**src/rtl/priority_request_arbiter_8.sv**
```systemverilog
// 8-way request arbiter: registered one-hot grant, hold-time limit, turnaround gap.
// Optional macro ROUND_ROBIN_EN selects rotating priority; default is fixed (7 highest).
module priority_request_arbiter_8 #(
  parameter int unsigned MAX_HOLD_CYCLES = 16,
  parameter int unsigned GAP_CYCLES      = 1
) (
  input  logic       clk,
  input  logic       rst_n,
  input  logic       enable,
  input  logic [7:0] request,
  output logic [7:0] grant,
  output logic [2:0] grant_index,
  output logic       grant_valid,
  output logic       timeout,
  output logic [1:0] fsm_state
);

  // Handshake: a requester raises request[i] and keeps it high while it wants the
  // resource; grant[i] stays high until request[i] is sampled low or the hold limit hits.

  localparam int unsigned HOLD_W = (MAX_HOLD_CYCLES == 0) ? 1 : $clog2(MAX_HOLD_CYCLES + 1);
  localparam logic [HOLD_W-1:0] HOLD_LAST =
    HOLD_W'((MAX_HOLD_CYCLES == 0) ? 0 : MAX_HOLD_CYCLES - 1);
  localparam logic [3:0] GAP_LAST = 4'(GAP_CYCLES - 1);

  typedef enum logic [1:0] {
    IDLE  = 2'd0,
    GRANT = 2'd1,
    GAP   = 2'd2
  } state_t;

  state_t            state;
  logic [HOLD_W-1:0] hold_cnt;
  logic [3:0]        gap_cnt;
  logic [2:0]        search_start;
  logic [2:0]        cand;
  logic [2:0]        win_idx;
  logic              win_found;

`ifdef ROUND_ROBIN_EN
  logic [2:0] rr_ptr;
  // Search begins just below the previous winner so every requester gets a turn.
  assign search_start = rr_ptr - 3'd1;
`else
  assign search_start = 3'd7;
`endif

  always_comb begin
    win_found = 1'b0;
    win_idx   = 3'd0;
    cand      = 3'd0;
    for (int i = 0; i < 8; i++) begin
      cand = search_start - 3'(i);
      if (!win_found && request[cand]) begin
        win_found = 1'b1;
        win_idx   = cand;
      end
    end
  end

  assign fsm_state = state;

  always_ff @(posedge clk or negedge rst_n) begin
    if (!rst_n) begin
      state       <= IDLE;
      grant       <= 8'd0;
      grant_index <= 3'd0;
      grant_valid <= 1'b0;
      timeout     <= 1'b0;
      hold_cnt    <= '0;
      gap_cnt     <= 4'd0;
`ifdef ROUND_ROBIN_EN
      rr_ptr      <= 3'd0;
`endif
    end else begin
      timeout <= 1'b0;
      case (state)
        IDLE: begin
          if (enable && win_found) begin
            grant       <= 8'b1 << win_idx;
            grant_index <= win_idx;
            grant_valid <= 1'b1;
            hold_cnt    <= '0;
            state       <= GRANT;
`ifdef ROUND_ROBIN_EN
            rr_ptr      <= win_idx;
`endif
          end
        end
        GRANT: begin
          // A dropped request wins over a simultaneous timeout: no pulse in that case.
          if (!request[grant_index]) begin
            grant       <= 8'd0;
            grant_valid <= 1'b0;
            gap_cnt     <= 4'd0;
            state       <= GAP;
          end else if (MAX_HOLD_CYCLES != 0 && hold_cnt == HOLD_LAST) begin
            grant       <= 8'd0;
            grant_valid <= 1'b0;
            timeout     <= 1'b1;
            gap_cnt     <= 4'd0;
            state       <= GAP;
          end else if (hold_cnt != '1) begin
            hold_cnt <= hold_cnt + 1'b1;
          end
        end
        GAP: begin
          if (gap_cnt == GAP_LAST) begin
            state <= IDLE;
          end else begin
            gap_cnt <= gap_cnt + 4'd1;
          end
        end
        default: begin
          state       <= IDLE;
          grant       <= 8'd0;
          grant_valid <= 1'b0;
        end
      endcase
    end
  end

endmodule
```
**config.mk**
```make
export PLATFORM = sky130hd
export DESIGN_NAME = priority_request_arbiter_8
export DESIGN_NICKNAME = d
export VERILOG_FILES = /design/src/rtl/priority_request_arbiter_8.sv
export SDC_FILE = /design/constraint.sdc
export NUM_CORES = 1
export LEC_CHECK = 0
export BUFFER_PORTS_ARGS = -buffer_cell sky130_fd_sc_hd__buf_4
export CAP_MARGIN = 25
export CORE_ASPECT_RATIO = 0.8
export CORE_MARGIN = 2
export CORE_UTILIZATION = 50
export CTS_CLUSTER_DIAMETER = 40
export DETAILED_ROUTE_END_ITERATION = 10
export GPL_ROUTABILITY_DRIVEN = 0
export PLACE_DENSITY = 0.73
export SLEW_MARGIN = 20
export SYNTH_ARGS = -nofsm -noshare
export SYNTH_HDL_FRONTEND = slang
export SYNTH_SLANG_ARGS = --single-unit
```
**constraint.sdc**
```tcl
create_clock -name clk -period 3.6 [get_ports clk]
set_input_delay 0.72 -clock clk [delete_from_list [all_inputs] [get_ports clk]]
set_output_delay 0.72 -clock clk [all_outputs]
set_load 0.01 [all_outputs]
```
==> results.tsv <==
stage	metric	value	unit
floorplan	die area	0.00312	sq mm
global_route	largest net degree at the start of global routing	25	
setup_path	RR Endpoint	hold_cnt[3]	
pwr	Leak Pwr	0.730	nW
clock_network	CTS Hold Buffers Added	0	
floorplan	core area	0.00250	sq mm
worst_hold_path	worst min path class	in2async	
global_route	GR met1 Demand/Resource	29.9	%
route	Iter 0 DRT Violations	56	
setup_path	Worst path most repeated cell	ha_1	
synth	sequential share of the synthesized area	44.7	%
global_route	GRT Overall Usage	20.7	%
setup_path	r2r startpoint	hold_cnt[0]	
route	DR DRC count	0	
global_route	initial antenna violation count	0	
global_route	grt total ovfl	0	
pwr	sequential share of power	41.9	%
clock_network	Bufs on Longest Clock Path	2	
floorplan	# rows	16	
floorplan	I/O Pins	26	
cells_and_area	Layout Area Growth over Synthesis	18.2	%
cells_and_area	fin nets	166	
setup_path	CP Launch Type	flop	
timing	clock period minus worst slack	1.97	ns
clock_network	CTS Buf Count	3	
pwr	combinational group share of total power	44.7	%
setup_path	Critical Path End Type	flop	
pwr	maximum vdd drop	0.000327	V
synth	Cells after Synth	123	
synth	syn_nets	139	
setup_path	flop-to-flop setup slack	1.63	ns
setup_path	worst r2r path cells	7	
floorplan	Die H	50.4	um
timing	setup TNS	0	ns
route	WL/cell	15.6	um
synth	number of synthesized flops with an enable pin	0	
timing	RSZ-0062 raised after global routing	false	
setup_path	critical path's slowest cell	dfrtp_1	
timing	final setup vio count	0	
flow_run	MaxCap Viol Count	0	
synth	largest family of logic cells by synthesized area	compound AO/OA/AOI/OAI gates	
route	Avg Vias per Cell	5.69	
placement	DP Area	0.00155	sq mm
timing	Worst slew margin	63.6	%
placement	dpl cells	181	
clock_network	Clock Sinks	24	
global_route	vias in the first global route	1019	
synth	Netlist cell types	42	
setup_path	CP max stage delay	0.44	ns
placement	final HPWL from detailed placement	2230	um
cells_and_area	share of layout cells above drive strength 1	28.2	%
setup_path	CP cell instances	ha_1, and3_1, ha_1, nor2_1, o221ai_2, or2_4, o211ai_1	
clock_network	H-Tree Depth	1	
synth	synthesized area	0.00134	sq mm
pwr	Clock Power Share	13.4	%
pwr	NetSw	0.000417	W
clock_network	CTS tree	built	
route	Detail Route Antenna Nets	0	
pwr	Int Pwr	0.000617	W
clock_network	clk slew on worst S/H paths	0.12	ns
timing	Hold Violations, Final	0	
setup_path	Max Fanout on Critical Path	6	
route	routed via count	1052	
cells_and_area	count of non-filler cells in the finished layout	185	
pwr	Sw Ratio	40.4	%
placement	input/output buffers	25	
timing	Tcrit/Tclk final	54.7	%
run_status	run status	finished clean	
floorplan	Die W	62.0	um
synth	top_reg_cell synth	dfrtp_1	
synth	Simple-Gate Fraction of Synth Area	15.8	%
synth	mux contribution to synthesized area	4.00	%
route	DRT Pass-1 Iters	4	
global_route	Top Usage Layer GRT	met2	
setup_path	WS Path Type	reg2reg	
synth	post-synthesis adder-cell area fraction	4.66	%
setup_path	Critical Path AT	2.20	ns
clock_network	Setup Buffers After CTS	0	
synth	Async S/R FF share, synth	100	%
timing	worst-margin pin slew	0.541	ns
pwr	pwr/cell area	651	mW/mm^2
setup_path	Buf/Inv on CP	0	
synth	Synth warnings	0	
global_route	met3 Use GR	4.64	%
cells_and_area	Final Cell Area	0.00159	sq mm
cells_and_area	Ant. Diodes	0	
global_route	first-pass GRT wire length	4890	um
clock_network	post-CTS sizing	0	
cells_and_area	most frequent cells in the layout	buf_4 (25), dfrtp_1 (24), nor2_1 (8), o211ai_1 (8), inv_1 (7)	
timing	Clock Skew	0.00498	ns
setup_path	Critical Path RT	3.83	ns
route	routed wire length	2890	um
global_route	M2 GR Usage	32.8	%
timing	fmax	508	MHz
synth	Mean Syn Cell Area	10.9	sq um
clock_network	latest clock arrival within the worst-skew pair	0.31	ns
floorplan	starting density of the core	53.7	%
setup_path	kind of cell adding the most delay to the critical path	simple AND/OR/NAND/NOR gates	
timing	pins over their slew limit	0	
cells_and_area	most common cell after layout, fill and taps aside	buf_4	
synth	XOR/XNOR Fraction of Synth Area	0	%
synth	FF+latch count, synth	24	
synth	Compound-Gate Fraction of Synth Area	27.1	%
clock_network	Clock Tree Root	clkbuf_4	
[power by group through the flow]
stage	clock [W]	sequential (W)	combinational, W
4_1_cts	0.000145	0.000432	0.000467
5_1_grt	0.000158	0.000447	0.000514
2_1_floorplan	0	0.000435	0.000316
3_3_place_gp	0	0.000431	0.000449
6_report	0.000139	0.000433	0.000462
3_5_place_dp	0	0.000438	0.000463
[cell type report]
| type | instances | area (sq um) |
|---|---|---|
| Inverter | 7 | 26.3 |
| Sequential cell | 24 | 601 |
| Tap cell | 36 | 45.0 |
| Fill cell | 219 | 913 |
| Timing Repair Buffer | 25 | 188 |
| Multi-Input combinational cell | 89 | 693 |
| Clock buffer | 4 | 36.3 |
[registers in the layout (all words and copies together), names as in the netlist]
name,cells
grant_index,3
hold_cnt,5
gap_cnt,4
grant_valid,1
grant,8
fsm_state,2
timeout,1
[routing by layer]
metal	up-vias	wire length [um]
met5	-	0
met4	0	12
met3	2	79
met2	14	1370
met1	515	1430
li1	521	-
[synthesized netlist by cell type (3+ instances only)]
master	instances	area share [%]
nor2_1	8	2.2
nand2b_1	5	2.3
nand2_1	5	1.4
a32o_1	3	2.2
a21oi_1	4	1.5
o21ai_0	4	1.5
dfrtp_1	24	45
inv_1	7	2.0
o211ai_1	8	4.5
o2bb2ai_1	4	2.6
mux2_2	3	2.5
nor2b_1	3	1.4
nand3_1	5	1.9
ha_1	5	4.7
[worst max path at each step]
stage                 from           to  depth (start not counted)
2_1_floorplan   request[3]     grant[2]                          4
5_1_grt        hold_cnt[0]  hold_cnt[3]                          7
4_1_cts        hold_cnt[0]  hold_cnt[3]                          7
3_5_place_dp    request[3]     grant[3]                          5
6_report       hold_cnt[0]  hold_cnt[3]                          7
3_3_place_gp    request[3]     grant[3]                          5
[worst reg2reg max path: stages (launching register included)]
cell      delay (ns)
dfrtp_1         0.44
ha_1            0.24
and3_1          0.18
ha_1            0.21
nor2_1          0.15
o221ai_2        0.19
or2_4           0.30
o211ai_1        0.19
[cells by family after synthesis]
kind of cell    count (synthesis)
compound gates                 42
simple gates                   37
flops                          24
buf+inv                        10
mux                             5
fa+ha+maj                       5
[through the flow]
stage | hold slack, ns | util, % | total power, W | setup WS, ns
after floorplan | 0.424 | - | 0.000751 | 1.69
after global placement | 0.476 | 62.1 | 0.000880 | 1.46
after detailed placement | 0.482 | 62.1 | 0.000902 | 1.42
after CTS | 0.282 | 63.5 | 0.00104 | 1.62
after global routing | 0.281 | 63.5 | 0.00112 | 1.57
final | 0.282 | 63.5 | 0.00103 | 1.63
Power figures use the tool's default switching activity.
